===== config.mk =====
export PLATFORM = sky130hd
export DESIGN_NAME = mccoy_prog_sequencer_flat
export DESIGN_NICKNAME = d
export VERILOG_FILES = /design/src/rtl/mccoy_pkg.sv /design/src/rtl/mccoy_prog_sequencer_if.sv /design/src/rtl/mccoy_prog_mem.sv /design/src/rtl/mccoy_prog_sequencer.sv /design/src/flat_wrapper.sv
export SDC_FILE = /design/constraint.sdc
export NUM_CORES = 1
export LEC_CHECK = 0
export BUFFER_PORTS_ARGS = -buffer_cell sky130_fd_sc_hd__buf_4
export CAP_MARGIN = 20
export CORE_AREA = 2 2 122 124
export DETAILED_ROUTE_END_ITERATION = 16
export DIE_AREA = 0 0 124 126
export GPL_ROUTABILITY_DRIVEN = 0
export HOLD_SLACK_MARGIN = 0.06
export PLACE_DENSITY_LB_ADDON = 0.15
export SLEW_MARGIN = 10
export SYNTH_ARGS = -nofsm -noshare
export SYNTH_HDL_FRONTEND = slang
export SYNTH_HIERARCHICAL = 1
export SYNTH_SLANG_ARGS = --single-unit

===== constraint.sdc =====
create_clock -name clk -period 2.1 [get_ports clk]
set_input_delay 0.42 -clock clk [delete_from_list [all_inputs] [get_ports clk]]
set_output_delay 0.42 -clock clk [all_outputs]
set_load 0.1 [all_outputs]

===== src/rtl/mccoy_pkg.sv =====
// Shared constants, state encoding and sizing helper for the McCoy program sequencer.
package mccoy_pkg;

    localparam int INSTR_W = 6;
    localparam logic [INSTR_W-1:0] NOP_INSTR = '0;

    typedef enum logic [1:0] {
        ST_IDLE = 2'd0,
        ST_RUN  = 2'd1,
        ST_DONE = 2'd2
    } state_e;

    function automatic int ptr_w(input int depth);
        return (depth > 1) ? $clog2(depth) : 1;
    endfunction

endpackage


===== src/rtl/mccoy_prog_sequencer_if.sv =====
// Program load handshake between the host and the sequencer.
interface mccoy_prog_sequencer_if #(
    parameter int INSTR_W = mccoy_pkg::INSTR_W
) ();
    logic               load_valid;
    logic [INSTR_W-1:0] load_instr;
    logic               load_ready;

    modport master (output load_valid, load_instr, input load_ready);
    modport slave  (input load_valid, load_instr, output load_ready);
endinterface


===== src/rtl/mccoy_prog_mem.sv =====
// Program register file: one synchronous write port, one asynchronous read port, contents not reset.
module mccoy_prog_mem #(
    parameter int DEPTH   = 16,
    parameter int INSTR_W = mccoy_pkg::INSTR_W,
    localparam int AW     = mccoy_pkg::ptr_w(DEPTH)
) (
    input  logic               clk,
    input  logic               we,
    input  logic [AW-1:0]      waddr,
    input  logic [INSTR_W-1:0] wdata,
    input  logic [AW-1:0]      raddr,
    output logic [INSTR_W-1:0] rdata
);
    logic [INSTR_W-1:0] mem_q [DEPTH];

    always_ff @(posedge clk) begin
        if (we) mem_q[waddr] <= wdata;
    end

    assign rdata = mem_q[raddr];
endmodule


===== src/rtl/mccoy_prog_sequencer.sv =====
// Program sequencer feeding the McCoy core: load, replay with hold/stop, NOP when idle.
// Define MCCOY_PROG_LOOP_EN to honour the loop input (continuous replay until stop).
module mccoy_prog_sequencer #(
    parameter int DEPTH   = 16,
    parameter int INSTR_W = mccoy_pkg::INSTR_W,
    localparam int AW     = mccoy_pkg::ptr_w(DEPTH)
) (
    input  logic                   clk,
    input  logic                   reset_n,
    mccoy_prog_sequencer_if.slave  ld,
    input  logic                   clear,
    input  logic                   start,
    input  logic                   stop,
    input  logic                   hold,
    input  logic                   loop,
    output logic [INSTR_W-1:0]     instr_out,
    output logic                   instr_valid,
    output logic [AW-1:0]          pc_out,
    output logic [AW:0]            count,
    output logic                   busy,
    output logic                   done
);
    import mccoy_pkg::*;

    localparam logic [INSTR_W-1:0] NOP     = INSTR_W'(NOP_INSTR);
    localparam logic [AW:0]        DEPTH_C = (AW+1)'(DEPTH);

    state_e             state_q, state_d;
    logic [AW:0]        ptr_q, ptr_d;
    logic [AW:0]        count_q, count_d;
    logic [INSTR_W-1:0] instr_q, instr_d;
    logic               ivld_q, ivld_d;
    logic [AW-1:0]      pc_q, pc_d;
    logic               done_q, done_d;
    logic               busy_q, busy_d;
    logic               we;
    logic               loop_act;
    logic               wrap;
    logic [INSTR_W-1:0] rdata;

`ifdef MCCOY_PROG_LOOP_EN
    assign loop_act = loop;
`else
    logic unused_loop;
    assign unused_loop = loop;
    assign loop_act    = 1'b0;
`endif

    mccoy_prog_mem #(.DEPTH(DEPTH), .INSTR_W(INSTR_W)) u_mem (
        .clk   (clk),
        .we    (we),
        .waddr (count_q[AW-1:0]),
        .wdata (ld.load_instr),
        .raddr (ptr_q[AW-1:0]),
        .rdata (rdata)
    );

    assign ld.load_ready = (state_q == ST_IDLE) && (count_q < DEPTH_C);
    assign wrap          = loop_act && (ptr_q == count_q - 1'b1);

    always_comb begin
        state_d = state_q;
        ptr_d   = ptr_q;
        count_d = count_q;
        instr_d = NOP;
        ivld_d  = 1'b0;
        pc_d    = pc_q;
        done_d  = 1'b0;
        we      = 1'b0;
        case (state_q)
            ST_IDLE: begin
                if (clear) begin
                    count_d = '0;
                end else begin
                    if (ld.load_valid && ld.load_ready) begin
                        we      = 1'b1;
                        count_d = count_q + 1'b1;
                    end
                    if (start && (count_q != '0)) begin
                        state_d = ST_RUN;
                        ptr_d   = '0;
                    end
                end
            end
            ST_RUN: begin
                if (stop) begin
                    state_d = ST_IDLE;
                end else if (hold) begin
                    ptr_d = ptr_q;
                end else if (ptr_q == count_q) begin
                    // Pointer ran past the last word: this is the drain cycle into DONE.
                    state_d = ST_DONE;
                    done_d  = 1'b1;
                end else begin
                    instr_d = rdata;
                    ivld_d  = 1'b1;
                    pc_d    = ptr_q[AW-1:0];
                    ptr_d   = wrap ? '0 : ptr_q + 1'b1;
                end
            end
            ST_DONE: state_d = ST_IDLE;
            default: state_d = ST_IDLE;
        endcase
        busy_d = (state_d == ST_RUN);
    end

    always_ff @(posedge clk or negedge reset_n) begin
        if (!reset_n) begin
            state_q <= ST_IDLE;
            ptr_q   <= '0;
            count_q <= '0;
            instr_q <= NOP;
            ivld_q  <= 1'b0;
            pc_q    <= '0;
            done_q  <= 1'b0;
            busy_q  <= 1'b0;
        end else begin
            state_q <= state_d;
            ptr_q   <= ptr_d;
            count_q <= count_d;
            instr_q <= instr_d;
            ivld_q  <= ivld_d;
            pc_q    <= pc_d;
            done_q  <= done_d;
            busy_q  <= busy_d;
        end
    end

    assign instr_out   = instr_q;
    assign instr_valid = ivld_q;
    assign pc_out      = pc_q;
    assign count       = count_q;
    assign busy        = busy_q;
    assign done        = done_q;
endmodule


===== src/flat_wrapper.sv =====
// flat-port wrapper written by rule: the top's interface ports become plain ports
module mccoy_prog_sequencer_flat import mccoy_pkg::*;
#(
    parameter int DEPTH   = 16,
    parameter int INSTR_W = mccoy_pkg::INSTR_W,
    localparam int AW     = mccoy_pkg::ptr_w(DEPTH)
)
  (clk, reset_n, clear, start, stop, hold, loop, instr_out, instr_valid, pc_out, count, busy, done, ld_load_valid, ld_load_instr, ld_load_ready);
  mccoy_prog_sequencer_if #(.INSTR_W(INSTR_W)) ld_i ();
  input  logic clk;
  input  logic reset_n;
  input  logic clear;
  input  logic start;
  input  logic stop;
  input  logic hold;
  input  logic loop;
  output logic [INSTR_W-1:0] instr_out;
  output logic instr_valid;
  output logic [AW-1:0] pc_out;
  output logic [AW:0] count;
  output logic busy;
  output logic done;
  input wire logic [$bits(ld_i.load_valid)-1:0] ld_load_valid;
  input wire logic [$bits(ld_i.load_instr)-1:0] ld_load_instr;
  output wire logic [$bits(ld_i.load_ready)-1:0] ld_load_ready;
  assign ld_i.load_valid = ld_load_valid;
  assign ld_i.load_instr = ld_load_instr;
  assign ld_load_ready = ld_i.load_ready;
  mccoy_prog_sequencer #(.DEPTH(DEPTH), .INSTR_W(INSTR_W)) u_core (.clk(clk), .reset_n(reset_n), .ld(ld_i), .clear(clear), .start(start), .stop(stop), .hold(hold), .loop(loop), .instr_out(instr_out), .instr_valid(instr_valid), .pc_out(pc_out), .count(count), .busy(busy), .done(done));
endmodule

==> summary by stage, run 1 <==
Floorplanning
For this design the top-level I/O count stands at 33. The overall die width is 124 µm. The region available for standard cell placement spans 14,300 µm².

The initial utilization of the core area, before any placement, comes to 34.5%. The die height is 126 µm. The overall die area is 15,600 µm². The standard-cell row count is 44.

STA
The final-layout setup total negative slack is 0 ns. After layout, the worst path uses 95.1% of the clock period. The hold violation count in the final report is 0. The clock skew after layout is 0.00521 ns. Setup repair after global routing left no endpoint under its margin. The number of max-slew violations in the final report is 0. The relative slew slack is 66.4%.

The transition time of the tightest slew-check pin is 0.503 ns. The final setup violation count is 0. The smallest clock period supported by the final layout is computed as 2.00 ns. Timing would allow up to 501 MHz.

Placement
Buffers placed on the I/O ports in this run total 31. The detailed placer's ending HPWL is 6670 µm. Summing all placed instances gives a cell area of 5600 µm².

Setup path
The worst-case reg-to-reg path depth is 5. The critical path goes through nor3_4 -> and3b_2 -> or3b_4 -> nor3_4 -> buf_4. The highest-delay cell along the critical path is dfrtp_4. The worst setup slack for register-to-register paths is 0.10 ns. The endpoint identified for the worst register-to-register timing path is u_core/u_mem/mem_q[0][2]. The largest single stage delay on the critical path is 0.51 ns. The type of destination of the critical path is a flip-flop. The startpoint of the worst register-to-register path is u_core/count[4]. In this run the worst setup path begins at u_core/count[4]. For the worst setup path, the data arrival time is 2.12 ns. Among the stages of the critical path, the cell type that occurs most often is nor3_4. By startpoint and endpoint, the worst setup path is classified as flip-flop to flip-flop. The largest fanout on the critical path is 6.

Data on the critical path is required at its endpoint by 2.23 ns. The kind of start point of the critical path is a flip-flop.

Finish
The area growth from synthesis to layout is 24.8%. Summing all flip-flop and latch instances after layout gives 3520 µm². Summing all multi-input logic gate instances after layout gives 1410 µm².

In the layout the commonest cells are edfxtp_1 (96), buf_4 (51), dfrtp_1 (20). The ratio of cells with drive above 1 in the final layout is 34.4%. The finished cells cover 6170 µm². The number of fill cells is 1,297. For this run, the share of the core covered by cells in the final layout is 43.1%. The net total in the final layout is 355.

0 antenna diodes ended up in the layout. The library cell used most frequently in the layout, excluding fill and tap cells, is edfxtp_1.

Global routing
In the global route stage, overall resource usage came out at 15.0%. The via count of the first global-routing pass is 2,767. Global routing finished with a remaining overflow of 0. Entering global routing, the biggest net connects 31 pins. The first global-routing pass estimated 16,500 µm of wire. The initial antenna violation count came to 0.

Power and ir drop
The cell area power density is 1230 nW/µm². The leakage power is 2.29 nW. VDD sags by at most 608 µV.

Synth
The biggest area consumer among synthesized cells is edfxtp_1. Averaged over all synthesized cells, the footprint is 18.1 µm². The most used flip-flop cell after synthesis is edfxtp_1.

After technology mapping, the gate count stands at 273. The number of flops mapped to enable cells by yosys is 96. The synthesis warning total is 6. Sorting the synthesized cells by area gives the leading types as edfxtp_1 (58%), dfrtp_1 (13%), mux4_1 (6.4%). Yosys mapped the design onto 41 distinct sky130hd cell types. In this run the biggest area consumer among cell types represents 58.3% of the synthesized area. When the netlist entered floorplanning its net count stood at 290. After synthesis, the share of flip-flops with an asynchronous set or reset is 20.7%. Sequential elements use 71.0% of the synthesized area. The synthesis-stage register bit count is 121. The netlist area before placement is 4940 µm².

Clock tree
The clock-pin slew reported for the worst setup and hold paths after clock tree synthesis is 0.05 ns. For this design, the sink count on the clock tree is 121. The clock reaches the later pin of the worst-skew pair after 0.41 ns. The TritonCTS buffer count is 17. The buffer cell driving the clock tree root is clkbuf_16. The number of levels the H-tree was split into is 4. The post-CTS resize count is 0. The clock tree buffer depth is 2. TritonCTS built the clock tree.

Hold path
The worst hold path begins at clear. The worst hold path stage count is 2. The worst hold path terminates at u_core/count[4].

The class of the worst hold path is input port to flip-flop.

Routing
The detailed-route vias per instance is 4.97. The total vias in the final route is 2,647. In the final routed layout, each cell accounts on average for 19.8 µm. The wire length after detailed routing is 10,500 µm. The remaining number of nets flagged by the antenna check after routing is 0. After detailed routing, the number of remaining DRC violations is 0. The initial detailed-routing violation count is 208.

The pre-antenna-repair detailed-routing pass consisted of 4 iterations.

Job
The number of maximum-capacitance constraint violations is 0.

Outcome
The flow ran to the end, and the final reports show no timing, DRC or antenna violations.
==> report_power, final <==
| part | total (W) | internal (W) | switching, W |
|---|---|---|---|
| logic | 0.00202 | 0.000722 | 0.00130 |
| registers | 0.00288 | 0.00274 | 0.000141 |
| clock network | 0.00268 | 0.00172 | 0.000966 |
| total | 0.00758 | 0.00518 | 0.00240 |
==> worst max-delay path: cells and delay by family (launching register included) <==
kind | cells | cell delay, ns
flops | 1 | 0.51
simple gates | 4 | 1.04
buf+inv | 1 | 0.15
==> metrics by stage <==
step | total power (W) | hold slack [ns] | std cells | setup WS [ns]
after floorplan | 0.00438 | 0.124 | 273 | -0.796
after global placement | 0.00494 | 0.349 | 500 | 0.0704
after detailed placement | 0.00496 | 0.357 | 500 | 0.0682
after CTS | 0.00767 | 0.211 | 531 | 0.0571
after global routing | 0.00789 | 0.246 | 533 | 0.0353
final | 0.00758 | 0.231 | 533 | 0.104
==> state kept, by name (all words and copies together) (netlist names) <==
register,count
u_core/instr_valid,1
u_core/done,1
u_core/ptr_q,5
u_core/busy,1
u_core/state_q,2
u_core/count,5
u_core/u_mem/mem_q,96
u_core/instr_out,6
u_core/pc_out,4
==> routing by layer <==
layer	GRT usage, %	part of all wire, %	vias up
met4	6.74	2.0	0
met3	3.40	2.6	19
met2	23.6	51	49
met5	0	0	-
li1	-	-	1207
met1	19.7	45	1372
==> logic make-up (layout without fill, tap and decap cells) <==
logic type,after synthesis,in the layout,share of synthesized area [%]
fa+ha+maj,3,3,0.759
xor+xnor,7,7,1.24
mux,33,33,13.8
flops,121,121,71.0
compound gates,24,24,3.64
buf+inv,18,94,2.23
simple gates,67,67,7.34
==> final cells by class <==
type                            count  share of cell area [%]
Sequential cell                   121                    57.0
Multi-Input combinational cell    134                    22.9
Clock buffer                       21                    7.14
Timing Repair Buffer               54                    7.02
Tap cell                          184                    3.73
Clock inverter                      9                    1.66
Inverter                           10                   0.608
==> worst max-delay path by stage <==
stage                                           to  slack, ns  depth (start not counted)
final                     u_core/u_mem/mem_q[0][2]       0.10                          5
after global routing      u_core/u_mem/mem_q[0][2]       0.04                          5
after CTS                 u_core/u_mem/mem_q[0][4]       0.06                          5
after detailed placement  u_core/u_mem/mem_q[0][3]       0.07                          5
after global placement    u_core/u_mem/mem_q[0][0]       0.07                          5
after floorplan           u_core/u_mem/mem_q[0][0]      -0.80                          4
==> synthesized netlist by cell type (3+ instances only) <==
cell	n
a22oi_1	12
buf_6	5
dfrtp_1	25
edfxtp_1	96
ha_1	3
inv_1	10
mux2_2	3
mux2i_1	5
mux4_1	12
mux4_2	12
nand2_1	15
nand2b_1	3
nor2_1	25
nor2b_1	3
nor3_1	5
o211ai_1	3
o21ai_0	3
xnor2_1	5
==> repair_timing <==
action,CTS,global route
hold buffers,1,0
endpoints found under the setup margin,0,6
hold endpoints to repair,25,0
buffers inserted,0,2
Note: power is estimated with default switching activity, not from simulation.
==> run 2, diff against run 1 <==
- clock period: 2.1 -> 2.4 ns (I/O delays scaled with it)
==> summary by stage, run 2 (synthesis results as in run 1) <==
Finish
The most frequent standard cell in the layout excluding fill and tap cells is edfxtp_1. The antenna cell count is 0. From synthesis to final layout, the design area changed by 23.5%. In the final layout, the share of cells above drive strength 1 is 32.4%. u_core/u_mem/mem_q holds more flip-flops than any other register. The net total in the final layout is 343.

The number of flip-flops in the largest register is 96. In the layout the commonest cells are edfxtp_1 (96), buf_4 (40), dfrtp_1 (24).

Power and ir drop
In this run, flip-flops and latches consume 37.7% of the power. The leakage power is 2.25 nW. The portion of total power attributed to combinational logic is 25.0%. The internal power consumption is 0.00458 W. For this design the total switching power over the nets is 0.00212 W. The switching fraction of total power is 31.7%. The worst-case IR drop observed on VDD is 534 µV.

The clock network is responsible for 37.2% of the overall power. In this run the power density over the cells is 1100 nW/µm².

Global routing
The global-route wire length before repair is 15,900 µm. The pin count of the biggest net entering global routing is 31. The initial antenna violation count is 0.

Global routing consumed, over all layers together, 14.6% of the routing resources. The global route total overflow is 0. The via count of the first global-routing pass is 2,716.

Floorplanning
The die height is 126 µm. The starting density of the core is 34.5%. The die covers 15,600 µm². The count of boundary I/O pins is 33. In this run the standard cell core region covers 14,300 µm². The die is 124 µm wide. The initialized floorplan defines 44 standard-cell rows.

STA
Headroom to the max-slew limit came out at 61.1%. The hold violation count in the final report came to 0. The number of max-slew violations in the final report is 0. The post-route worst setup slack is 0.212 ns. The time the worst path needs with I/O delays and setup is 2.19 ns. Setup repair after global routing left no endpoint under its margin.

The ratio of final minimum period to clock period is 91.2%. The transition time of the tightest slew-check pin is 0.583 ns. The clock skew after layout is 0.00688 ns.

The tightest hold path in the finished design has a slack of 0.291 ns. Timing would allow up to 457 MHz. Setup violations remaining at the end of the flow were counted as 0.

Setup path
By startpoint and endpoint, the worst setup path is classified as flip-flop to flip-flop. The largest fanout on the critical path is 6. The kind of start point of the critical path is a flip-flop. The worst setup slack for register-to-register paths is 0.21 ns. Data on the critical path arrives at its endpoint at 2.25 ns. The endpoint of the worst-slack reg-to-reg timing path is u_core/u_mem/mem_q[0][2]. The type of destination of the critical path is a flip-flop.

The worst-case reg-to-reg path depth is 4. The data required time of the worst path is 2.46 ns. The startpoint of the worst register-to-register path is u_core/count[4].

Hold path
The worst hold path begins at clear. The worst hold path terminates at u_core/count[4]. The path class of the tightest hold or removal check is input port to flip-flop.

The worst hold path stage count is 2.

Job
The number of maximum-capacitance constraint violations is 0.

Outcome
The run finished with clean final reports.

Placement
Before CTS, the worst setup slack after placement is 0.250 ns. The count of buffers from port buffering is 31. The detailed placer's ending HPWL is 6310 µm.

Clock tree
The later pin in the worst-skew pair is clocked with a latency of 0.41 ns. The number of levels the H-tree was split into is 4. The TritonCTS buffer count is 17. The buffer cell driving the clock tree root is clkbuf_16. The longest clock path from root to sink contains 2 buffers.

TritonCTS built the clock tree. The clock-pin slew reported for the worst setup and hold paths after clock tree synthesis is 0.05 ns. CTS saw 121 sinks.

Routing
The total vias in the final route is 2,609. The first TritonRoute pass finished after 4 iterations. The remaining design rule violation count is 0.

The initial detailed-routing violation count is 173. The remaining number of nets flagged by the antenna check after routing is 0. The average detailed-routed wire length per instance is 19.5 µm. The wire length after detailed routing is 10,200 µm.

The detailed-route vias per instance is 4.99.
-- run 2: changes by cell type in the layout (fill, tap and decap cells not counted) --
cell        change
buf_4          -11
clkbuf_1        -4
clkinv_4        -1
clkinv_2        +4
dfrtp_1         +4
dfrtp_2         -4
clkinvlp_4      +2
buf_12          -1
bufinv_16       +1
-- run 2: timing repair --
item / CTS / global route
setup buffers: 0 / 0
hold buffers: 1 / 0
endpoints found under the hold margin: 25 / 0
gates resized for setup: 0 / 0
-- run 2: metal layers --
| metal | global-route usage, % | vias up | part of all wire (%) | wire [µm] |
|---|---|---|---|---|
| met2 | 23.1 | 44 | 51 | 5220 |
| met3 | 3.67 | 15 | 2.6 | 270 |
| met1 | 18.8 | 1363 | 45 | 4550 |
| met4 | 6.94 | 0 | 1.7 | 177 |
| met5 | 0 | - | 0 | 0 |
| li1 | - | 1187 | - | - |
-- run 2: worst max-delay path by stage --
stage               slack, ns                        to  cells past startpoint             from
floorplan               -0.50  u_core/u_mem/mem_q[0][0]                      4  u_core/count[4]
global placement         0.24  u_core/u_mem/mem_q[0][5]                      4  u_core/count[4]
detailed placement       0.25  u_core/u_mem/mem_q[0][2]                      4  u_core/count[4]
CTS                      0.24  u_core/u_mem/mem_q[0][2]                      4  u_core/count[4]
global route             0.15  u_core/u_mem/mem_q[0][4]                      4  u_core/count[4]
finish                   0.21  u_core/u_mem/mem_q[0][2]                      4  u_core/count[4]
-- run 2: layout make-up --
type                    count  area [µm²]
fillers                  1281        8210
flip-flops and latches    121        3510
multi-input cells         134        1410
clock buffers              17         425
repair buffers             42         330
well taps                 184         230
clock inverters            15         159
inverters                  10        37.5
-- run 2: through the flow --
step	instance area, µm²	utilization [%]	power [W]	cells	setup TNS [ns]
after floorplan	5030	-	0.00383	273	-36.24
after global placement	5510	38.5	0.00426	490	0
after detailed placement	5510	38.5	0.00427	490	0
after CTS	6100	42.6	0.00680	523	0
after global routing	6100	42.6	0.00699	523	0
final	6100	42.6	0.00670	523	0
-- run 2: critical path: stages, from the launching register on --
cell and delay [ns]:
dfrtp_4 0.52, nor3_4 0.18, and3b_2 0.29, or3b_4 0.45, nor3_4 0.40
-- run 2: power groups by stage --
stage	combinational, W	sequential, W	clock [W]
floorplan	0.000936	0.00290	0
global placement	0.00169	0.00257	0
detailed placement	0.00170	0.00257	0
CTS	0.00170	0.00253	0.00256
global route	0.00180	0.00255	0.00264
finish	0.00168	0.00253	0.00250
==> run 3, diff against run 2 <==
- CORE_AREA: 2 2 122 124 -> 2 2 93 163
- DIE_AREA: 0 0 124 126 -> 0 0 95 165
- GPL_TIMING_DRIVEN: unset -> 1
- clock period: 2.4 -> 2.8 ns (I/O delays scaled with it)
==> summary by stage, run 3 (synthesis results as in run 1) <==
Floorplanning
The count of boundary I/O pins is 33. The starting density of the core is 34.6%. The overall die width is 95 µm. The overall die area is 15,700 µm². The die height is 165 µm. The initialized floorplan defines 58 standard-cell rows. The area of the core region is 14,300 µm².

Finish
The top cell types in the final layout, fill and taps aside, are edfxtp_1 (96), buf_4 (34), dfrtp_1 (24). Relative to the synthesized area, the layout overhead comes to 21.9%. The register with the highest flop count is u_core/u_mem/mem_q.

The ratio of cells with drive above 1 in the final layout is 29.5%. Summing all non-filler instances in the final layout gives an area of 6030 µm². The most frequent standard cell in the layout excluding fill and tap cells is edfxtp_1. The antenna cell count is 0. The net total in the final layout is 337.

The register with the most flip-flops in the layout has 96 of them. The non-filler instance count after layout is 512. For this run, the share of the core covered by cells in the final layout is 42.2%.

STA
The maximum achievable frequency is 460 MHz. The ratio of final minimum period to clock period is 77.6%. For the pin with the worst max-slew slack, the measured transition is 0.671 ns.

Setup repair after global routing left no endpoint under its margin. For the finished layout, the period the worst path requires is 2.17 ns. The clock skew after layout is 0.00831 ns.

The number of max-slew violations in the final report came to 0. The worst pin sits at a relative slew slack of 55.1%. Setup violations remaining at the end of the flow were counted as 0. The final-layout setup total negative slack is 0 ns. The hold violation count in the final report was 0.

Global routing
The global-route wire length before repair is 15,600 µm. The overall fraction of global-route tracks in use is 14.3%. The initial antenna violation count is 0. The pin count of the biggest net entering global routing is 26.

The via count of the first global-routing pass is 2,738. For this run the aggregate overflow at the end of global routing stands at 0.

Setup path
The type of destination of the critical path is a flip-flop. Across all register-to-register paths, the minimum setup slack is 0.63 ns. Along the worst path, the maximum fanout reaches 6. The worst setup path endpoint is u_core/u_mem/mem_q[0][4]. The endpoint identified for the worst register-to-register timing path is u_core/u_mem/mem_q[0][4]. The data arrival time of the critical path is 2.22 ns. Measured in cells, the most critical reg-to-reg path has a length of 4. The critical path class is flip-flop to flip-flop.

The source of the critical timing path is u_core/count[4]. The startpoint identified for the worst register-to-register timing path is u_core/count[4]. The data required time of the worst path is 2.85 ns. The kind of start point of the critical path is a flip-flop.

Clock tree
The later pin in the worst-skew pair is clocked with a latency of 0.40 ns. The clock passes through at most 2 buffers. The cell sitting at the root of the clock tree is a clkbuf_16. The number of levels the H-tree was split into is 4. After clock tree synthesis, the clock-pin slew on the worst setup and hold paths is 0.05 ns.

Buffers inserted during clock tree synthesis total 17. The sink count of the clock tree is 121. After clock tree synthesis, the repair step resized 0 gates. TritonCTS built the clock tree.

Outcome
The flow ran to the end, and the final reports show no timing, DRC or antenna violations.

Routing
The iteration count of the initial detailed-routing pass is 4. The count of nets left with antenna violations once routing finished came out at 0. The total vias in the final route is 2,554. Dividing the detail-routed via count by the number of cells gives 4.99. The average detailed-routed wire length per instance is 20.0 µm. The initial detailed-routing violation count is 138. The remaining design rule violation count is 0. The wire length after detailed routing is 10,200 µm.

Power and ir drop
Combinational cells account for 24.3% of the total power. The share of power burned in registers is 37.9%. Across the VDD grid, the largest voltage drop is 418 µV. The total net switching power is 0.00182 W.

The switching fraction of total power is 31.6%. The leakage power is 2.21 nW. The clock network burns 37.7% of the power. In this run the power density over the cells is 956 nW/µm².

The internal portion of the total power is 0.00394 W.

Job
The number of maximum-capacitance constraint violations is 0.

Placement
Including well taps, the total number of placed cells is 480. Once detailed placement completed, the half-perimeter wirelength came to 7070 µm. The total placed instance area is 5420 µm².

The count of buffers from port buffering is 31.

Hold path
The class of the worst hold path is input port to flip-flop.
[run 3: changes by cell type in the layout (fill, tap and decap cells not counted), sizes merged]
cell / change
clkinv: -6
buf: -6
inv: +4
clkinvlp: +1
[run 3: critical path, cell delays in order (launching register included)]
cell and delay [ns]:
dfrtp_4 0.52, nor3_4 0.18, and3b_2 0.29, or3b_4 0.44, nor3_4 0.38
[run 3: worst min-delay path by stage]
stage | start | end | cells past startpoint
2_1_floorplan | reset_n | u_core/busy | 0
3_3_place_gp | reset_n | u_core/busy | 1
3_5_place_dp | reset_n | u_core/busy | 1
4_1_cts | clear | u_core/count[4] | 2
5_1_grt | clear | u_core/count[4] | 2
6_report | clear | u_core/count[4] | 2
[run 3: what timing repair did]
action | in CTS | in global routing
hold endpoints to repair | 25 | 0
buffers inserted | 0 | 0
setup endpoints to repair | 0 | 0
hold buffers | 1 | 0
[run 3: routing by layer]
metal	GRT usage, %	part of all wire, %
met3	3.28	3.0
met1	14.8	37
met4	6.06	1.7
met5	0	0
met2	26.9	59
[run 3: power by group through the flow]
stage | clock network, W | registers [W] | logic [W]
floorplan | 0 | 0.00248 | 0.000785
global placement | 0 | 0.00222 | 0.00143
detailed placement | 0 | 0.00222 | 0.00143
CTS | 0.00223 | 0.00219 | 0.00144
global route | 0.00231 | 0.00220 | 0.00150
finish | 0.00217 | 0.00219 | 0.00140
[run 3: metrics by stage]
step	hold slack, ns	power, W	setup slack [ns]
2_1_floorplan	0.264	0.00327	-0.104
3_3_place_gp	0.485	0.00365	0.586
3_5_place_dp	0.483	0.00366	0.585
4_1_cts	0.365	0.00586	0.600
5_1_grt	0.370	0.00602	0.546
6_report	0.387	0.00576	0.628
[run 3: final cells by class]
type                    count  area (µm²)
clock buffers              17         425
fillers                  1276        8270
inverters                  10        37.5
repair buffers             36         285
clock inverters            14         173
well taps                 180         225
multi-input cells         134        1370
flip-flops and latches    121        3510
